## config.mk

```make
export PLATFORM = sky130hd
export DESIGN_NAME = adder_pipe
export DESIGN_NICKNAME = d
export VERILOG_FILES = /design/src/rtl/adder_pipe.sv
export SDC_FILE = /design/constraint.sdc
export NUM_CORES = 1
export LEC_CHECK = 0
export ABC_AREA = 1
export CORE_ASPECT_RATIO = 0.9
export CORE_UTILIZATION = 51
export CTS_BUF_LIST = sky130_fd_sc_hd__clkbuf_2
export DETAILED_ROUTE_END_ITERATION = 7
export PLACE_DENSITY = 0.8
export SYNTH_ARGS = -nofsm -noshare
export SYNTH_HDL_FRONTEND = slang
export SYNTH_SLANG_ARGS = --single-unit
```

## constraint.sdc

```tcl
create_clock -name CLK -period 1.9 [get_ports CLK]
set_input_delay 0.38 -clock CLK [delete_from_list [all_inputs] [get_ports CLK]]
set_output_delay 0.38 -clock CLK [all_outputs]
set_load 0.02 [all_outputs]
```

## src/rtl/adder_pipe.sv

```systemverilog
// Elastic integer add/sub/slt execute unit: result computed at acceptance,
// then carried through STAGES valid/ready register stages to writeback.
module adder_pipe #(
  parameter int XLEN   = 64,
  parameter int RB     = 2,
  parameter int STAGES = 2
) (
  input  logic                           CLK,
  input  logic                           RSTn,
  input  logic                           flush,
  input  logic                           exeparam_valid,
  output logic                           exeparam_ready,
  input  logic [1:0]                     op,
  input  logic                           is32,
  input  logic [4+RB:0]                  rd0_in,
  input  logic [XLEN-1:0]                op1,
  input  logic [XLEN-1:0]                op2,
  output logic                           writeback_valid,
  input  logic                           writeback_ready,
  output logic [XLEN-1:0]                res_qout,
  output logic [4+RB:0]                  rd0_qout,
  output logic [$clog2(STAGES+1)-1:0]    occupancy
);

  localparam int TW = 5 + RB;
  localparam int OW = $clog2(STAGES + 1);

  if (STAGES < 1 || STAGES > 4) begin : g_bad_stages
    $error("adder_pipe: STAGES must be in 1..4");
  end

  // op[1] selects compare vs arithmetic; op[0] selects sub / unsigned compare.
  function automatic logic [XLEN-1:0] alu_result(
    input logic [1:0]      f_op,
    input logic            f_is32,
    input logic [XLEN-1:0] a,
    input logic [XLEN-1:0] b
  );
    logic [XLEN-1:0]    b_eff;
    logic [XLEN-1:0]    sum;
    logic signed [31:0] sum_w;
    logic [XLEN-1:0]    sum_ext;
    logic               lt_s;
    logic               lt_u;
    b_eff   = f_op[0] ? ~b : b;
    sum     = a + b_eff + XLEN'(f_op[0]);
    sum_w   = sum[31:0];
    sum_ext = XLEN'(sum_w);
    if (f_is32) begin
      lt_s = $signed(a[31:0]) < $signed(b[31:0]);
      lt_u = a[31:0] < b[31:0];
    end else begin
      lt_s = $signed(a) < $signed(b);
      lt_u = a < b;
    end
    if (f_op[1]) alu_result = XLEN'(f_op[0] ? lt_u : lt_s);
    else if (f_is32) alu_result = sum_ext;
    else alu_result = sum;
  endfunction

  logic [STAGES-1:0] vld_q, vld_d;
  logic [STAGES-1:0] adv;
  logic [XLEN-1:0]   res_q [STAGES];
  logic [XLEN-1:0]   res_d [STAGES];
  logic [TW-1:0]     tag_q [STAGES];
  logic [TW-1:0]     tag_d [STAGES];
  logic              accept;
  logic [OW-1:0]     occ_cnt;

  // Advance chain runs from the writeback end back to S1, so ready is
  // combinational from writeback_ready.
  always_comb begin
    adv = '0;
    adv[STAGES-1] = writeback_ready | ~vld_q[STAGES-1];
    for (int i = STAGES - 2; i >= 0; i--) begin
      adv[i] = ~vld_q[i] | adv[i+1];
    end
    exeparam_ready = adv[0] & ~flush;
    accept         = exeparam_valid & exeparam_ready;
  end

  always_comb begin
    vld_d = vld_q;
    for (int i = 0; i < STAGES; i++) begin
      res_d[i] = res_q[i];
      tag_d[i] = tag_q[i];
    end
    if (adv[0]) begin
      vld_d[0] = accept;
      res_d[0] = alu_result(op, is32, op1, op2);
      tag_d[0] = rd0_in;
    end
    for (int i = 1; i < STAGES; i++) begin
      if (adv[i]) begin
        vld_d[i] = vld_q[i-1];
        res_d[i] = res_q[i-1];
        tag_d[i] = tag_q[i-1];
      end
    end
    // Flush kills validity only; stale data in the registers is harmless.
    if (flush) vld_d = '0;
  end

  always_ff @(posedge CLK or negedge RSTn) begin
    if (!RSTn) begin
      vld_q <= '0;
      for (int i = 0; i < STAGES; i++) begin
        res_q[i] <= '0;
        tag_q[i] <= '0;
      end
    end else begin
      vld_q <= vld_d;
      for (int i = 0; i < STAGES; i++) begin
        res_q[i] <= res_d[i];
        tag_q[i] <= tag_d[i];
      end
    end
  end

  always_comb begin
    occ_cnt = '0;
    for (int i = 0; i < STAGES; i++) begin
      occ_cnt = occ_cnt + OW'(vld_q[i]);
    end
  end

  assign occupancy       = occ_cnt;
  assign writeback_valid = vld_q[STAGES-1];
  assign res_qout        = res_q[STAGES-1];
  assign rd0_qout        = tag_q[STAGES-1];

endmodule

```

==> results of run 1 <==
==> kinds of logic after synthesis <==
| group | after synthesis | synth area share (%) |
|---|---|---|
| compound gates | 340 | 14.59 |
| xor+xnor | 83 | 5.645 |
| simple gates | 840 | 26.38 |
| flops | 144 | 27.98 |
| fa+ha+maj | 127 | 12.40 |
| buf+inv | 370 | 13.01 |
==> timing repair <==
item | CTS
pin swaps | 224
resized for setup | 713
setup endpoints to repair | 136
cloned | 7
buffers inserted | 72
hold endpoints to repair | 121
hold buffers | 1
==> cells in the mapped netlist (2+ instances only) <==
library cell  count
a21boi_0          3
a21o_1           11
a21oi_1         137
a31oi_1          10
and2_1            2
and3_1            3
buf_1             6
buf_2             2
buf_4            71
buf_6             2
clkbuf_1         27
dfrtp_1         144
ha_1            126
inv_1           258
inv_2             2
nand2_1         531
nand2_2           5
nand3_1          87
nand3b_1          2
nand4_1          17
nor2_1          166
nor3_1           14
nor4_1            5
o2111ai_1         2
o211ai_1          4
o21a_1            7
o21ai_0         129
o21ai_2           2
o21bai_1          9
o22ai_1          15
o31ai_1           4
or2_2             4
xnor2_1           9
xor2_1           74
==> stage by stage <==
stage | utilization, % | setup WS, ns | instances | cell area, sq um | hold WS (ns)
after CTS | 84.32 | -0.2571 | 2847 | 20680 | 0.1040
after detailed placement | 72.94 | -1.538 | 2741 | 17890 | 0.3150
after global placement | 72.94 | -1.452 | 2741 | 17890 | 0.3118
after floorplan | - | -0.7730 | 1904 | 13060 | 0.08441
==> per-layer routing <==
metal,track usage [%],overflow
met5,24.01,0
met1,75.23,2
met4,74.82,53
met2,92.73,67
met3,56.44,2
==> metrics.md, run 1 <==
| Metric | Value |
|---|---|
| Status | aborted with a tool error |
| Initial core utilization | 52.51% |
| Most used DFF post-synth | dfrtp_1 |
| Top cell type's share of synthesized area | between 20 and 30% |
| FP Rows | 54 |
| Ys async rst share | 100.0% |
| Pin count of the biggest net entering global routing | 99 |
| Top cells by area, synth | dfrtp_1 28%, nand2_1 15%, ha_1 12%, inv_1 7.5%, a21oi_1 5.3% |
| Syn Nets | 2174 |
| Seq/Total Area, Yosys | ~28% |
| Area of the mapped netlist | 12880 sq um |
| GRT Total Usage | 74.61% |
| Worst ep type | output port |
| Post-DP HPWL | roughly 39 mm |
| Synthesized instance count | around 1900 |
| # clock sinks | 144 |
| Yosys warns | 0 |
| Grt total ovfl | 124 |
| Die Y-Extent | 152.8 um |
| Yosys top cell by area | dfrtp_1 |
| Failed at | global routing |
| Synthesized area per cell | roughly 6.8 sq um |
| Number of synthesized flops with an enable pin | 0 |
| GPL Wtd Cong | 0.9817 |
| I/O pins | 218 |
| First Err | [ERROR GRT-0232] Routing congestion too high. Check the congestion heatmap in the GUI. |
| Post-GRT worst EP | exeparam_ready |
| Unique masters post-synth | 48 |
| I/O Buffers | 217 |
| Maximum buffer depth of the clock tree | 2 |
| CTS Buf Count | 17 |
| Die W | approximately 170 um |
| CTS Root Cell | clkbuf_2 |
| H-tree depth | 4 |
| #FFs+latches synth | 144 |
==> inputs of run 2 (changes only) <==
==> config.mk (replaced) <==
export PLATFORM = sky130hd
export DESIGN_NAME = adder_pipe
export DESIGN_NICKNAME = d
export VERILOG_FILES = /design/src/rtl/adder_pipe.sv
export SDC_FILE = /design/constraint.sdc
export NUM_CORES = 1
export LEC_CHECK = 0
export ABC_AREA = 1
export CORE_UTILIZATION = 36
export DETAILED_ROUTE_END_ITERATION = 7
export PLACE_DENSITY_LB_ADDON = 0.15
export SYNTH_ARGS = -nofsm -noshare
export SYNTH_HDL_FRONTEND = slang
export SYNTH_SLANG_ARGS = --single-unit
==> constraint.sdc (replaced) <==
create_clock -name CLK -period 2.5 [get_ports CLK]
set_input_delay 0.5 -clock CLK [delete_from_list [all_inputs] [get_ports CLK]]
set_output_delay 0.5 -clock CLK [all_outputs]
set_load 0.02 [all_outputs]
==> run 2 against run 1 <==
Effect of this change: the flow now finishes, with violations (negative setup slack); synthesized cell count did not move; synthesized area did not move.
==> metrics.md, run 2 <==
| Metric | Value |
|---|---|
| First-pass iteration count of the detailed router | 5 |
| Status | complete, but fails checks (was aborted with a tool error) |
| Post-Layout Inst Area | between 20000 and 25000 sq um |
| Unique masters post-synth | 48 (unchanged) |
| Most frequent cells after synthesis | 531 x nand2_1, 258 x inv_1, 166 x nor2_1 (unchanged) |
| Max Freq | 0.3764 GHz |
| DRC violations left | 0 |
| Power Dens Cells | roughly 530 nW/um^2 |
| Grt total ovfl | 0 |
| Worst Tran Pin Value | 0.8976 ns |
| Detail Route Antenna Nets | 0 |
| Most used DFF post-synth | dfrtp_1 (unchanged) |
| Leakage | ~11 nW |
| Critical Path Fanout Max | 8 |
| # nets final | ~2800 |
| Hold Crit Class | input port to async pin |
| Area of the mapped netlist | 12880 sq um (unchanged) |
| Post-route clock period utilization | 106.3% |
| Failing checks | negative setup slack |
| I/O Buffers | 217 (unchanged) |
| Ys async rst share | 100.0% (unchanged) |
| TritonCTS clock tree | done |
| Synthesized area per cell | 6.764 sq um (unchanged) |
| Yosys top cell by area | dfrtp_1 (unchanged) |
| Fillers | 3166 |
| Pin count of the biggest net entering global routing | around 100 |
| Yosys warns | 0 (unchanged) |
| Top cell type's share of synthesized area | 27.98% (unchanged) |
| Number of synthesized flops with an enable pin | 0 (unchanged) |
| Fin worst setup slack | -0.1570 ns |
| Initial core utilization | 36.92% (was 52.51%) |
| Seq/Total Area, Yosys | 27.98% (unchanged) |
| DRT iter0 DRCs | 860 |
| Place WS | -0.9307 ns (was -1.538 ns) |
| Post-DP HPWL | 39.10 mm (was 38.77 mm) |
| Commonest non-fill, non-tap cell in the layout | buf_4 |
| # clock sinks | 144 (unchanged) |
| Synthesized instance count | 1904 (unchanged) |
| FP Rows | 68 (was 54) |
| Wire length per cell | 16.53 um |
| Clock skew | 0.006274 ns |
| #FFs+latches synth | 144 (unchanged) |
| Util after Layout | a little over three fifths |
| Max_cap viols | 0 |
| Initial antenna violation count | 0 |
| H-tree depth | 4 (unchanged) |
| Share of layout cells above drive strength 1 | 40.28% |
| N_diodes | 0 |
| Vias in the first global route | 14220 |
| GRT Total Usage | 26.42% |
| Crit start category | input port |
| GPL Wtd Cong | 0.9178 (was 0.9817) |
| Vias per std cell | around 4.9 |
| Most frequent cells in the layout | 430 x buf_4, 424 x nand2_1, 212 x inv_1 |
| Die Y-Extent | 191.1 um (was 152.8 um) |
| Syn Nets | 2174 (unchanged) |
| CTS Buf Count | 17 (unchanged) |
| Hold Vio Cnt, Final | 0 |
| Core box area | 34880 sq um |
| RSZ-0062 raised after global routing | true |
| Setup TNS | -3.368 ns |
| Die ar. | 36530 sq um |
| Clock latency on the worst-skew pair | ~0.42 ns |
| CTS clk-pin slew, worst paths | 0.06 ns |
| Worst hold slack | around 0.032 ns |
| Peak VDD IR | 0.5502 mV |
| First-pass GRT wire length | 74.89 mm |
| Setup violations, final | 33 |
| Top-count cell post-synth | nand2_1 (unchanged) |
| Top cells by area, synth | dfrtp_1 28%, nand2_1 15%, ha_1 12%, inv_1 7.5%, a21oi_1 5.3% (unchanged) |
| I/O pins | 218 (unchanged) |
| CTS Root Cell | clkbuf_16 (was clkbuf_2) |
| Crit. End Element | flop |
| Maximum buffer depth of the clock tree | 2 (unchanged) |
| Die W | 191.1 um (was 169.5 um) |
| Arrival time at the worst endpoint | around 2.9 ns |
| Total Wirelength | 49.17 mm |
| Max-slew violations | 0 |
| Placed inst area | 17930 sq um (was 17890 sq um) |
| Tmin final | roughly 2.7 ns |
| Slew headroom | 40.16% |
| Post-CTS Hold Buffers | 0 (was 1) |
| CP Data Required Time | 2.79 ns |
| WS Path Type | input port to flop |
| Layout area overhead | 70.31% |
| Vias | 14450 |
[run 2: worst max-delay path, stage by stage]
cell	delay (ns)
buf_16	0.14
buf_12	0.15
buf_12	0.14
xor2_4	0.15
ha_4	0.31
buf_6	0.11
nand2_4	0.04
o21ai_4	0.17
buf_6	0.12
a21oi_2	0.06
o21ai_2	0.17
nand2_2	0.09
nand2_4	0.09
nand2_4	0.07
nand3_4	0.09
nand3_4	0.11
nand2_8	0.18
buf_12	0.17
o22ai_2	0.06
[run 2: report_power, final]
| part | switching, mW | internal, mW | leakage (nW) |
|---|---|---|---|
| combinational | 3.22 | 2.85 | 8.61 |
| sequential | 0.186 | 2.70 | 1.83 |
| clock | 0.946 | 1.83 | 0.319 |
| total | 4.35 | 7.38 | 10.8 |
[run 2: kinds of logic after synthesis]
| family | share of synthesized area [%] |
|---|---|
| AND/OR/NAND/NOR | 26.38 |
| buffers and inverters | 13.01 |
| AO/OA/AOI/OAI | 14.59 |
| flip-flops | 27.98 |
| adder cells (fa/ha/maj) | 12.40 |
| XOR/XNOR | 5.645 |
[run 2: through the flow]
step | std cells | power [mW]
2_1_floorplan | 1904 | 5.325
3_3_place_gp | 2854 | 7.611
3_5_place_dp | 2854 | 7.655
4_1_cts | 2932 | 11.01
5_1_grt | 2975 | 12.38
6_report | 2975 | 11.73
[run 2: final timing paths]
check	startpoint	end	cells after the start	slack, ns
min in group CLK	res_q[72]$_DFFE_PN0N_	res_qout[8]$_DFFE_PN0P_	2	0.47
setup reg to reg	vld_q[1]$_DFFE_PN0P_	res_q[94]$_DFFE_PN0N_	12	0.61
hold reg to reg	res_q[72]$_DFFE_PN0N_	res_qout[8]$_DFFE_PN0P_	2	0.47
max in group asynchronous	RSTn	res_q[125]$_DFFE_PN0N_	2	1.77
hold / removal	RSTn	rd0_qout[3]$_DFFE_PN0P_	1	0.03
setup / recovery	op[0]	res_q[100]$_DFFE_PN0N_	19	-0.16
[run 2: cell type report]
class                           instances  area (sq um)  share of cell area (%)
Clock inverter                          8         148.9                  0.6788
Clock buffer                           24         511.7                   2.333
Timing Repair Buffer                  689          6038                   27.53
Tap cell                              455         569.3                   2.596
Timing Repair inverter                  3         38.79                  0.1768
Multi-Input combinational cell       1390         10030                   45.73
Inverter                              262         993.5                   4.529
Sequential cell                       144          3603                   16.43
[run 2: per-layer routing]
| metal | vias up | part of all wire (%) | wire [um] | global-route usage [%] |
|---|---|---|---|---|
| met5 | - | 0 | 0 | 0 |
| met4 | 0 | 1.6 | 807 | 4.884 |
| met3 | 45 | 4.8 | 2380 | 3.249 |
| met2 | 362 | 45 | 21970 | 41.86 |
| met1 | 6765 | 49 | 24010 | 38.44 |
| li1 | 7279 | - | - | - |
[run 2: timing repair]
item                       CTS  global route
buffers inserted            42            40
cloned                       4             3
setup endpoints to repair   51            46
gates resized for setup    402           384
pin swaps                  132           168
Power figures use the tool's default switching activity.
